`src/rtl/morph_pkg.sv`:
```
// Shared types and constants for the morphology pass scheduler.
package morph_pkg;

    typedef enum logic [2:0] {
        IDLE  = 3'd0,
        SCAN  = 3'd1,
        FLUSH = 3'd2,
        NEXT  = 3'd3,
        DONE  = 3'd4
    } state_t;

    localparam int DEF_H_ACTIVE = 640;
    localparam int DEF_V_ACTIVE = 480;
    localparam int MAX_PASSES   = 4;

    localparam logic OP_ERODE  = 1'b0;
    localparam logic OP_DILATE = 1'b1;

    // Requested pass count minus one: 0 runs one pass, anything above MAX_PASSES runs MAX_PASSES.
    function automatic logic [1:0] clamp_passes_m1(input logic [2:0] n);
        if (n == 3'd0) return 2'd0;
        if (n > 3'(MAX_PASSES)) return 2'(MAX_PASSES - 1);
        return 2'(n - 3'd1);
    endfunction

endpackage

```
`src/rtl/morph_delay_line.sv`:
```
// LAT-deep shift of {valid, addr} that only advances on the datapath clock enable,
// so the write port stays aligned with the morphology pipeline output.
module morph_delay_line #(
    parameter int LAT = 2,
    parameter int AW  = 19
) (
    input  logic          clk,
    input  logic          rst_n,
    input  logic          ce,
    input  logic          in_valid,
    input  logic [AW-1:0] in_addr,
    output logic          out_valid,
    output logic [AW-1:0] out_addr
);

    logic [LAT-1:0] vld_q;
    logic [AW-1:0]  addr_q [LAT];

    always_ff @(posedge clk or negedge rst_n) begin
        if (!rst_n) begin
            vld_q <= '0;
            for (int i = 0; i < LAT; i++) addr_q[i] <= '0;
        end else if (ce) begin
            vld_q[0]  <= in_valid;
            addr_q[0] <= in_addr;
            for (int i = 1; i < LAT; i++) begin
                vld_q[i]  <= vld_q[i-1];
                addr_q[i] <= addr_q[i-1];
            end
        end
    end

    assign out_valid = vld_q[LAT-1];
    assign out_addr  = addr_q[LAT-1];

endmodule

```
`src/rtl/morph_pass_scheduler.sv`:
```
// Multi-pass erode/dilate scheduler: raster scan, latency-matched write-back and
// ping-pong buffer selection for one stored frame per start/done job.
//
// state | meaning
// IDLE  | waiting for start, latches pass count and op sequence
// SCAN  | raster read of the source buffer, one pixel per pix_ce
// FLUSH | drains the datapath for LAT enabled cycles, no reads
// NEXT  | swaps buffers, rewinds scan, selects next pass or finishes
// DONE  | one-cycle done pulse
module morph_pass_scheduler
    import morph_pkg::*;
#(
    parameter int H_ACTIVE = DEF_H_ACTIVE,
    parameter int V_ACTIVE = DEF_V_ACTIVE,
    parameter int LAT      = 2,
    parameter int AW       = 19
) (
    input  logic          clk,
    input  logic          rst_n,
    input  logic          start,
    input  logic [2:0]    num_passes,
    input  logic [3:0]    op_seq,
    input  logic          hold,
    output logic          pix_ce,
    output logic [10:0]   hpos,
    output logic [10:0]   vpos,
    output logic          op_sel,
    output logic          rd_en,
    output logic [AW-1:0] rd_addr,
    output logic          wr_en,
    output logic [AW-1:0] wr_addr,
    output logic          buf_sel,
    output logic [1:0]    pass_idx,
    output logic          busy,
    output logic          done
);

    localparam int FCW = (LAT > 1) ? $clog2(LAT) : 1;

    state_t         state, state_nxt;
    logic [1:0]     passes_m1;
    logic [3:0]     op_seq_q;
    logic [AW-1:0]  lin_addr;
    logic [FCW-1:0] flush_cnt;
    logic [1:0]     pass_nxt;
    logic           at_eol, last_pix, flush_tc, last_pass;
    logic           tap_valid;
    logic [AW-1:0]  tap_addr;

    assign at_eol    = (hpos == 11'(H_ACTIVE - 1));
    assign last_pix  = at_eol && (vpos == 11'(V_ACTIVE - 1));
    assign flush_tc  = (flush_cnt == '0);
    assign last_pass = (pass_idx == passes_m1);
    assign pass_nxt  = pass_idx + 2'd1;

    always_ff @(posedge clk or negedge rst_n) begin
        if (!rst_n) state <= IDLE;
        else        state <= state_nxt;
    end

    always_comb begin
        state_nxt = state;
        pix_ce    = 1'b0;
        rd_en     = 1'b0;
        busy      = 1'b1;
        done      = 1'b0;
        case (state)
            IDLE: begin
                busy = 1'b0;
                if (start) state_nxt = SCAN;
            end
            SCAN: begin
                pix_ce = ~hold;
                rd_en  = ~hold;
                if (!hold && last_pix) state_nxt = FLUSH;
            end
            FLUSH: begin
                pix_ce = ~hold;
                if (!hold && flush_tc) state_nxt = NEXT;
            end
            NEXT:    state_nxt = last_pass ? DONE : SCAN;
            DONE: begin
                done      = 1'b1;
                state_nxt = IDLE;
            end
            default: state_nxt = IDLE;
        endcase
    end

    // Linear address tracks vpos*H_ACTIVE+hpos incrementally, avoiding a multiplier.
    always_ff @(posedge clk or negedge rst_n) begin
        if (!rst_n) begin
            hpos      <= '0;
            vpos      <= '0;
            lin_addr  <= '0;
            flush_cnt <= '0;
            pass_idx  <= '0;
            passes_m1 <= '0;
            op_seq_q  <= '0;
            op_sel    <= OP_ERODE;
            buf_sel   <= 1'b0;
        end else begin
            case (state)
                IDLE: if (start) begin
                    passes_m1 <= clamp_passes_m1(num_passes);
                    op_seq_q  <= op_seq;
                    op_sel    <= op_seq[0];
                    pass_idx  <= '0;
                    buf_sel   <= 1'b0;
                    hpos      <= '0;
                    vpos      <= '0;
                    lin_addr  <= '0;
                end
                SCAN: if (pix_ce) begin
                    if (last_pix) begin
                        flush_cnt <= FCW'(LAT - 1);
                    end else begin
                        lin_addr <= lin_addr + AW'(1);
                        if (at_eol) begin
                            hpos <= '0;
                            vpos <= vpos + 11'd1;
                        end else begin
                            hpos <= hpos + 11'd1;
                        end
                    end
                end
                FLUSH: if (pix_ce && !flush_tc) flush_cnt <= flush_cnt - FCW'(1);
                NEXT: begin
                    buf_sel  <= ~buf_sel;
                    hpos     <= '0;
                    vpos     <= '0;
                    lin_addr <= '0;
                    if (!last_pass) begin
                        pass_idx <= pass_nxt;
                        op_sel   <= op_seq_q[pass_nxt];
                    end
                end
                default: ;
            endcase
        end
    end

    morph_delay_line #(
        .LAT (LAT),
        .AW  (AW)
    ) u_delay (
        .clk       (clk),
        .rst_n     (rst_n),
        .ce        (pix_ce),
        .in_valid  (rd_en),
        .in_addr   (lin_addr),
        .out_valid (tap_valid),
        .out_addr  (tap_addr)
    );

    assign rd_addr = lin_addr;
    assign wr_en   = tap_valid & pix_ce;
    assign wr_addr = tap_addr;

endmodule

```
`config.mk`:
```
export PLATFORM = sky130hd
export DESIGN_NAME = morph_pass_scheduler
export DESIGN_NICKNAME = d
export VERILOG_FILES = /design/src/rtl/morph_pkg.sv /design/src/rtl/morph_delay_line.sv /design/src/rtl/morph_pass_scheduler.sv
export SDC_FILE = /design/constraint.sdc
export NUM_CORES = 1
export LEC_CHECK = 0
export ABC_AREA = 1
export CORE_ASPECT_RATIO = 0.5
export CORE_UTILIZATION = 38
export CTS_CLUSTER_DIAMETER = 40
export CTS_CLUSTER_SIZE = 20
export DETAILED_ROUTE_END_ITERATION = 7
export PLACE_DENSITY = 0.66
export SYNTH_ARGS = -nofsm -noshare
export SYNTH_HDL_FRONTEND = slang
export SYNTH_HIERARCHICAL = 1
export SYNTH_SLANG_ARGS = --single-unit
```
`constraint.sdc`:
```
create_clock -name clk -period 1.8 [get_ports clk]
set_clock_uncertainty 0.05 [all_clocks]
set_input_delay 0.27 -clock clk [delete_from_list [all_inputs] [get_ports clk]]
set_output_delay 0.27 -clock clk [all_outputs]
set_load 0.02 [all_outputs]
```
# After elaboration in Yosys (flattened, before gate mapping)
# Cells that the tools add are included.
[word_totals]
input_bits = 11
elab_cells = 106
output_inout_bits = 69
ff_bits = 95
[classes]
n_eq_ne = 16
reduce_logical = 18
bitwise_logic = 4
magnitude_cmp = 2
add_sub_neg = 6
mux = 47
[ops]
columns = ["op", "count"]
rows = [
  ["11-bit two-way mux", 7],
  ["11-bit case mux with 3 select lines", 2],
  ["19-bit two-way mux", 3],
  ["19-bit case mux with 3 select lines", 1],
  ["11-bit by 1-bit adder with 11-bit output, second input constant", 2],
  ["19-bit by 1-bit adder with 19-bit output, second input constant", 1],
  ["1-bit two-way mux", 18],
  ["2-bit inequality test, second input constant", 9],
  ["2-bit two-way mux", 6],
  ["3-bit two-way mux", 4],
  ["3-bit case mux with 4 select lines", 1],
  ["11-bit by 10-bit equality test with 1-bit output, second input constant", 1],
  ["11-bit by 9-bit equality test with 1-bit output, second input constant", 1],
  ["4-bit AND reduction", 2],
  ["3-bit by 2-bit equality test with 1-bit output, second input constant", 2],
  ["3-bit logical NOT", 2],
  ["1-bit case mux with 2 select lines", 3],
  ["3-bit AND reduction", 2],
  ["5-bit AND reduction", 1],
  ["1-bit logical AND", 4],
  ["2-bit case mux with 2 select lines", 1],
  ["2-bit AND reduction", 2],
  ["2-bit nonzero test", 2],
  ["3-bit by 1-bit equality test with 1-bit output, second input constant", 1],
  ["other kinds (13)", 15],
]

# Logic depth before layout (Yosys ltp)
[logic_depth]
word_depth = 9
mapped_depth = 11
mapped_depth_nobuf = 10

# By module
# Netlist, hierarchy kept.
[modules_own_cells]
columns = ["module", "cells_each", "n_inst", "seq_area_each_um2", "area_each_um2"]
rows = [
  ["morph_pass_scheduler", 500, 1, 1376.3, 3500.9],
  ["morph_delay_line", 189, 1, 1001.0, 1752.9],
]

# Least setup slack after synthesis
# Ideal clock, no wire load.
[synth_timing]
path_type = "flip-flop to flip-flop"
startpoint = "reg vpos[0]"
endpoint = "reg lin_addr[16] (netlist: rd_addr[16])"
t_arrival_ps = 1604
setup_ps = 117
path_stages_with_launch = 12
t_required_ps = 1633
synth_period_minus_slack_ps = 1771
slack_ps = 29
n_path_buf = 1
path_cell_list = "dfrtp_1 ha_1 inv_2 nor2_2 nand2_1 nor2_1 nand2_1 nand4_1 inv_2 buf_6 nand2_1 nand2_1"
[synth_between]
elab_chain_cells = 4
[synth_rtl]
columns = ["item", "line", "source"]
rows = [
  ["from (decl)", "morph_pass_scheduler.sv:26", "output logic [10:0] vpos,"],
  ["from (signal assigned)", "morph_pass_scheduler.sv:121", "vpos <= vpos + 11'd1;"],
  ["11-bit by 9-bit equality test with 1-bit output", "morph_pass_scheduler.sv:51", "assign last_pix = at_eol && (vpos == 11'(V_ACTIVE - 1));"],
  ["1-bit logical AND", "morph_pass_scheduler.sv:51", ""],
  ["2-bit inequality test (no line)", "-", ""],
  ["4-bit AND reduction (no line)", "-", ""],
  ["to (signal assigned)", "morph_pass_scheduler.sv:118", "lin_addr <= lin_addr + AW'(1);"],
  ["to (decl)", "morph_pass_scheduler.sv:43", "logic [AW-1:0] lin_addr;"],
]
# No other way between the ends.
# A chain may end at the register's enable or synchronous reset.

# Final worst setup path
[layout_timing]
startpoint = "reg state[2]"
endpoint = "out wr_en"
[layout_between]
elab_chain_cells = 4
elab_cells_between_ends = 5
cone_classes = "eq/ne (2); mux (1); bitwise (1); reduce/logical (1)"
[layout_rtl]
columns = ["item", "line", "source"]
rows = [
  ["from (decl)", "morph_pass_scheduler.sv:40", "state_t state, state_nxt;"],
  ["from (signal assigned)", "morph_pass_scheduler.sv:58", "else state <= state_nxt;"],
  ["3-bit by 2-bit equality test with 1-bit output or 3-bit by 1-bit equality test with 1-bit output (tied branches)", "morph_pass_scheduler.sv:67", "case (state)"],
  ["2-bit OR reduction (no line) *", "-", ""],
  ["1-bit two-way mux *", "-", ""],
  ["1-bit bitwise AND *", "morph_pass_scheduler.sv:157", "assign wr_en = tap_valid & pix_ce;"],
  ["to (decl)", "morph_pass_scheduler.sv:30", "output logic wr_en,"],
]
# Every way passes the cells marked *; elsewhere a longest branch is shown, timed or not.

==> impl_results.html <==
<table>
<tr><th>Metric</th><th>Value</th></tr>
<tr><th colspan="2">Route</th></tr>
<tr><td>Antenna Nets Post-Route</td><td>0</td></tr>
<tr><td>Avg WL per Cell</td><td>13.0 um</td></tr>
<tr><td>Post-route DRC</td><td>0</td></tr>
<tr><td>Vias</td><td>between 4k and 5k</td></tr>
<tr><td>Detailed-router iteration count before antenna repair</td><td>4</td></tr>
<tr><td>Overall routed net length</td><td>between 10000 and 15000 um</td></tr>
<tr><td>First DRT Iteration DRCs</td><td>roughly 240</td></tr>
<tr><td>Average via count per standard cell</td><td>a little under 5</td></tr>
<tr><th colspan="2">Timing</th></tr>
<tr><td>Time the final worst path needs with I/O delays and setup</td><td>about 1.8 ns</td></tr>
<tr><td>Max Slew Vio Count</td><td>0</td></tr>
<tr><td>Maximum operating frequency</td><td>around 540 MHz</td></tr>
<tr><td>Setup slack after layout</td><td>-0.0447 ns</td></tr>
<tr><td>Share of the cycle needed by the critical path after routing</td><td>102%</td></tr>
<tr><td>Number of failing hold endpoints at the final stage</td><td>0</td></tr>
<tr><td>Max-slew headroom at the worst pin</td><td>between 70% and 80%</td></tr>
<tr><td>Actual transition at the worst max-transition pin</td><td>about 0.34 ns</td></tr>
<tr><td>Minimum hold slack</td><td>around 0.24 ns</td></tr>
<tr><td>Final setup viols</td><td>5</td></tr>
<tr><td>RSZ-0062 raised after global routing</td><td>yes</td></tr>
<tr><td>Setup_tns</td><td>-0.0769 ns</td></tr>
<tr><th colspan="2">Hold path</th></tr>
<tr><td>Worst min path class</td><td>in -&gt; async</td></tr>
<tr><th colspan="2">Cells and area</th></tr>
<tr><td>Final layout net count</td><td>810</td></tr>
<tr><td>Top library cells by usage in the layout, fill and taps aside</td><td>nand2_1, dfrtp_1, nor2_1</td></tr>
<tr><td>Most common cell after layout, fill and taps aside</td><td>nand2_1</td></tr>
<tr><td>Cell area after layout</td><td>about 7000 um2</td></tr>
<tr><td>Post-layout util</td><td>roughly 54%</td></tr>
<tr><td>Share of layout cells above drive strength 1</td><td>about a fifth</td></tr>
<tr><td>Filler cell count in the final layout</td><td>between 1k and 1.5k</td></tr>
<tr><td>N_diodes</td><td>0</td></tr>
<tr><td>Area growth syn-to-layout</td><td>33.2%</td></tr>
<tr><th colspan="2">Clocking</th></tr>
<tr><td>Clock tree buffer depth</td><td>2</td></tr>
<tr><td>Clock insertion delay at the later pin of the skew report</td><td>approximately 0.36 ns</td></tr>
<tr><td>Number of sinks on the clock net</td><td>between 90 and 100</td></tr>
<tr><td>Clock transition at the registers of the reported paths</td><td>0.07 ns</td></tr>
<tr><td>H-tree Lvls</td><td>3</td></tr>
<tr><td>CTS tree</td><td>done</td></tr>
<tr><td>Master cell of the clock root buffer</td><td>clkbuf_16</td></tr>
<tr><td>Clock buffers created by TritonCTS</td><td>9</td></tr>
<tr><th colspan="2">Pwr</th></tr>
<tr><td>PD cells</td><td>around 1200 nW/um2</td></tr>
<tr><td>IR Drop Worst-Case VDD</td><td>roughly 0.75 mV</td></tr>
<tr><td>Total design power</td><td>between 8 and 9 mW</td></tr>
<tr><td>Static leakage power</td><td>about 3.8 nW</td></tr>
<tr><th colspan="2">Synthesis</th></tr>
<tr><td>#FFs+latches synth</td><td>95</td></tr>
<tr><td>Async S/R FF share, synth</td><td>100%</td></tr>
<tr><td>Top FF cell, synth</td><td>dfrtp_1</td></tr>
<tr><td>Cell accounting for the most synthesized area</td><td>dfrtp_1</td></tr>
<tr><td>Top cells by area in the synthesized netlist</td><td>dfrtp_1, nand2_1, nor2_1</td></tr>
<tr><td>Cell Area, Synth</td><td>~5300 um2</td></tr>
<tr><td>Number of nets produced by synthesis</td><td>~700</td></tr>
<tr><td>Mean area per synthesized cell</td><td>roughly 7.6 um2</td></tr>
<tr><td>Area fraction of the dominant cell type after synthesis</td><td>~45%</td></tr>
<tr><td>Gate count of the mapped netlist</td><td>689</td></tr>
<tr><td>Number of flops mapped to enable cells by yosys</td><td>0</td></tr>
<tr><td>Yosys synthesis warning count</td><td>6</td></tr>
<tr><td>Share of the yosys chip area belonging to registers</td><td>a little under half</td></tr>
<tr><td>Synth cell types</td><td>32</td></tr>
<tr><th colspan="2">Global routing</th></tr>
<tr><td>Number of antenna violations at the first check in global routing</td><td>0</td></tr>
<tr><td>GR Overflow Total</td><td>0</td></tr>
<tr><td>Total routing resource utilization after global routing</td><td>between 10% and 20%</td></tr>
<tr><td>Vias in the first global route</td><td>4286</td></tr>
<tr><td>Global-route wire length before repair</td><td>approximately 20000 um</td></tr>
<tr><td>Maximum number of pins on one net before global-route repair</td><td>60</td></tr>
<tr><th colspan="2">Die</th></tr>
<tr><td>Die X</td><td>roughly 170 um</td></tr>
<tr><td>Vertical extent of the die</td><td>85.1 um</td></tr>
<tr><td>Die ar.</td><td>between 10000 and 15000 um2</td></tr>
<tr><td>Number of I/O pins</td><td>80</td></tr>
<tr><td>Starting density of the core</td><td>just over 40%</td></tr>
<tr><td>Floorplan core area</td><td>13100 um2</td></tr>
<tr><td>Row Count</td><td>29</td></tr>
<tr><th colspan="2">Placed design</th></tr>
<tr><td>HPWL after detailed placement</td><td>around 8100 um</td></tr>
<tr><td>Placement-stage cell area</td><td>~6200 um2</td></tr>
<tr><td>Count of buffers from port buffering</td><td>79</td></tr>
<tr><td>GPL Wtd Cong</td><td>approximately 0.84</td></tr>
<tr><th colspan="2">Flow run</th></tr>
<tr><td>Max-Cap Viols</td><td>0</td></tr>
<tr><th colspan="2">Worst setup path</th></tr>
<tr><td>Arrival time at the worst endpoint</td><td>around 1.5 ns</td></tr>
<tr><td>Crit-path max FO</td><td>3</td></tr>
<tr><td>WS Path Type</td><td>reg -&gt; out</td></tr>
<tr><td>Sort of element at the start of the critical path</td><td>register</td></tr>
<tr><td>Endpoint kind of the worst setup timing path</td><td>output port</td></tr>
<tr><td>Cell at the slowest stage of the critical path</td><td>dfrtp_1</td></tr>
<tr><td>Critical path cell sequence</td><td>nor2_2, nand2_2, a21oi_4, inv_2, nor2_1, buf_4</td></tr>
<tr><td>Max stage delay on crit path</td><td>0.41 ns</td></tr>
<tr><td>Required time reported for the critical path endpoint</td><td>between 1 and 1.5 ns</td></tr>
<tr><th colspan="2">Status</th></tr>
<tr><td>Violated checks</td><td>setup timing</td></tr>
<tr><td>Run status</td><td>finished with violations</td></tr>
</table>
## critical path, delay by kind of cell, from the launching register on
kind / cells / cell delay [ns]
buf+inv: 2 / 0.20
flops: 1 / 0.41
compound gates: 1 / 0.21
simple gates: 3 / 0.34
## state kept, by name (all words and copies together), names as in the netlist, 2 cells and up
name and flops:
hpos 11, op_seq_q 4, pass_idx 2, passes_m1 2, rd_addr 19, state 3
u_delay/addr_q 19, u_delay/out_addr 19, u_delay/vld_q 2, vpos 11
## per-layer routing
metal / GRT usage, % / vias to the layer above / wire length [um]
met2: 28.3 / 111 / 5880
li1: - / 2354 / -
met4: 3.22 / 0 / 121
met5: 0 / - / 0
met3: 4.80 / 14 / 699
met1: 22.6 / 2232 / 5900
## cells in the mapped netlist (3+ instances only)
master / number
clkbuf_1: 3
inv_2: 6
buf_4: 22
ha_1: 4
buf_2: 5
xor2_1: 17
nor2_1: 53
nand2_2: 13
nand4_1: 27
nor3_1: 6
buf_6: 10
clkbuf_8: 4
inv_1: 43
dfrtp_1: 95
nand2_1: 301
xnor2_1: 7
a21oi_1: 6
o21ai_0: 11
nand3_2: 4
nand3_1: 35
## power by group
part | leakage, nW | internal [mW] | switching [mW]
clock | 0.133 | 0.965 | 0.903
combinational | 2.36 | 1.61 | 2.20
sequential | 1.30 | 2.37 | 0.179
total | 3.80 | 4.95 | 3.28
## repair_timing
item	in CTS	in global routing
setup endpoints to repair	100	71
cloned	0	7
gates resized for setup	47	80
setup buffers	2	13
hold buffers	1	0
pin swaps	1	28
hold endpoints to repair	95	0
## layout make-up
cell class                      instances  area, um2  area share, %
Sequential cell                        95       2380           34.0
Timing Repair Buffer                  138       1410           20.2
Clock buffer                            9        225           3.22
Multi-Input combinational cell        500       2480           35.5
Tap cell                              170        213           3.04
Timing Repair inverter                  1       7.51          0.107
Inverter                               50        210           3.00
Clock inverter                          7       67.6          0.965
## cell families after synthesis
group	after synthesis	share of synthesized area, %
buffers and inverters	95	11.1
flip-flops	95	45.2
adder cells (fa/ha/maj)	4	0.953
XOR/XNOR	24	4.00
AO/OA/AOI/OAI	24	2.76
AND/OR/NAND/NOR	447	35.9
## per-stage QoR
stage	cells	setup slack, ns
after CTS	950	-0.0770
after global routing	970	-0.117
after detailed placement	931	-0.235
final	970	-0.0447
after floorplan	689	0.0295
after global placement	931	-0.230
## path summary, 6_finish.rpt
path / startpoint / cells after the start / end / slack (ns)
worst min-delay path: rst_n / 2 / vpos[3] / 0.24
max in group asynchronous: rst_n / 3 / rd_addr[7] / 0.93
min in group clk: op_seq[3] / 3 / op_seq_q[3] / 0.40
worst max-delay path: state[2] / 6 / wr_en / -0.04
worst max register to register: state[2] / 10 / hpos[3] / -0.01
worst min register to register: u_delay/out_addr[6] / 2 / u_delay/out_addr[6] / 0.42
(Power assumes the default switching activity.)
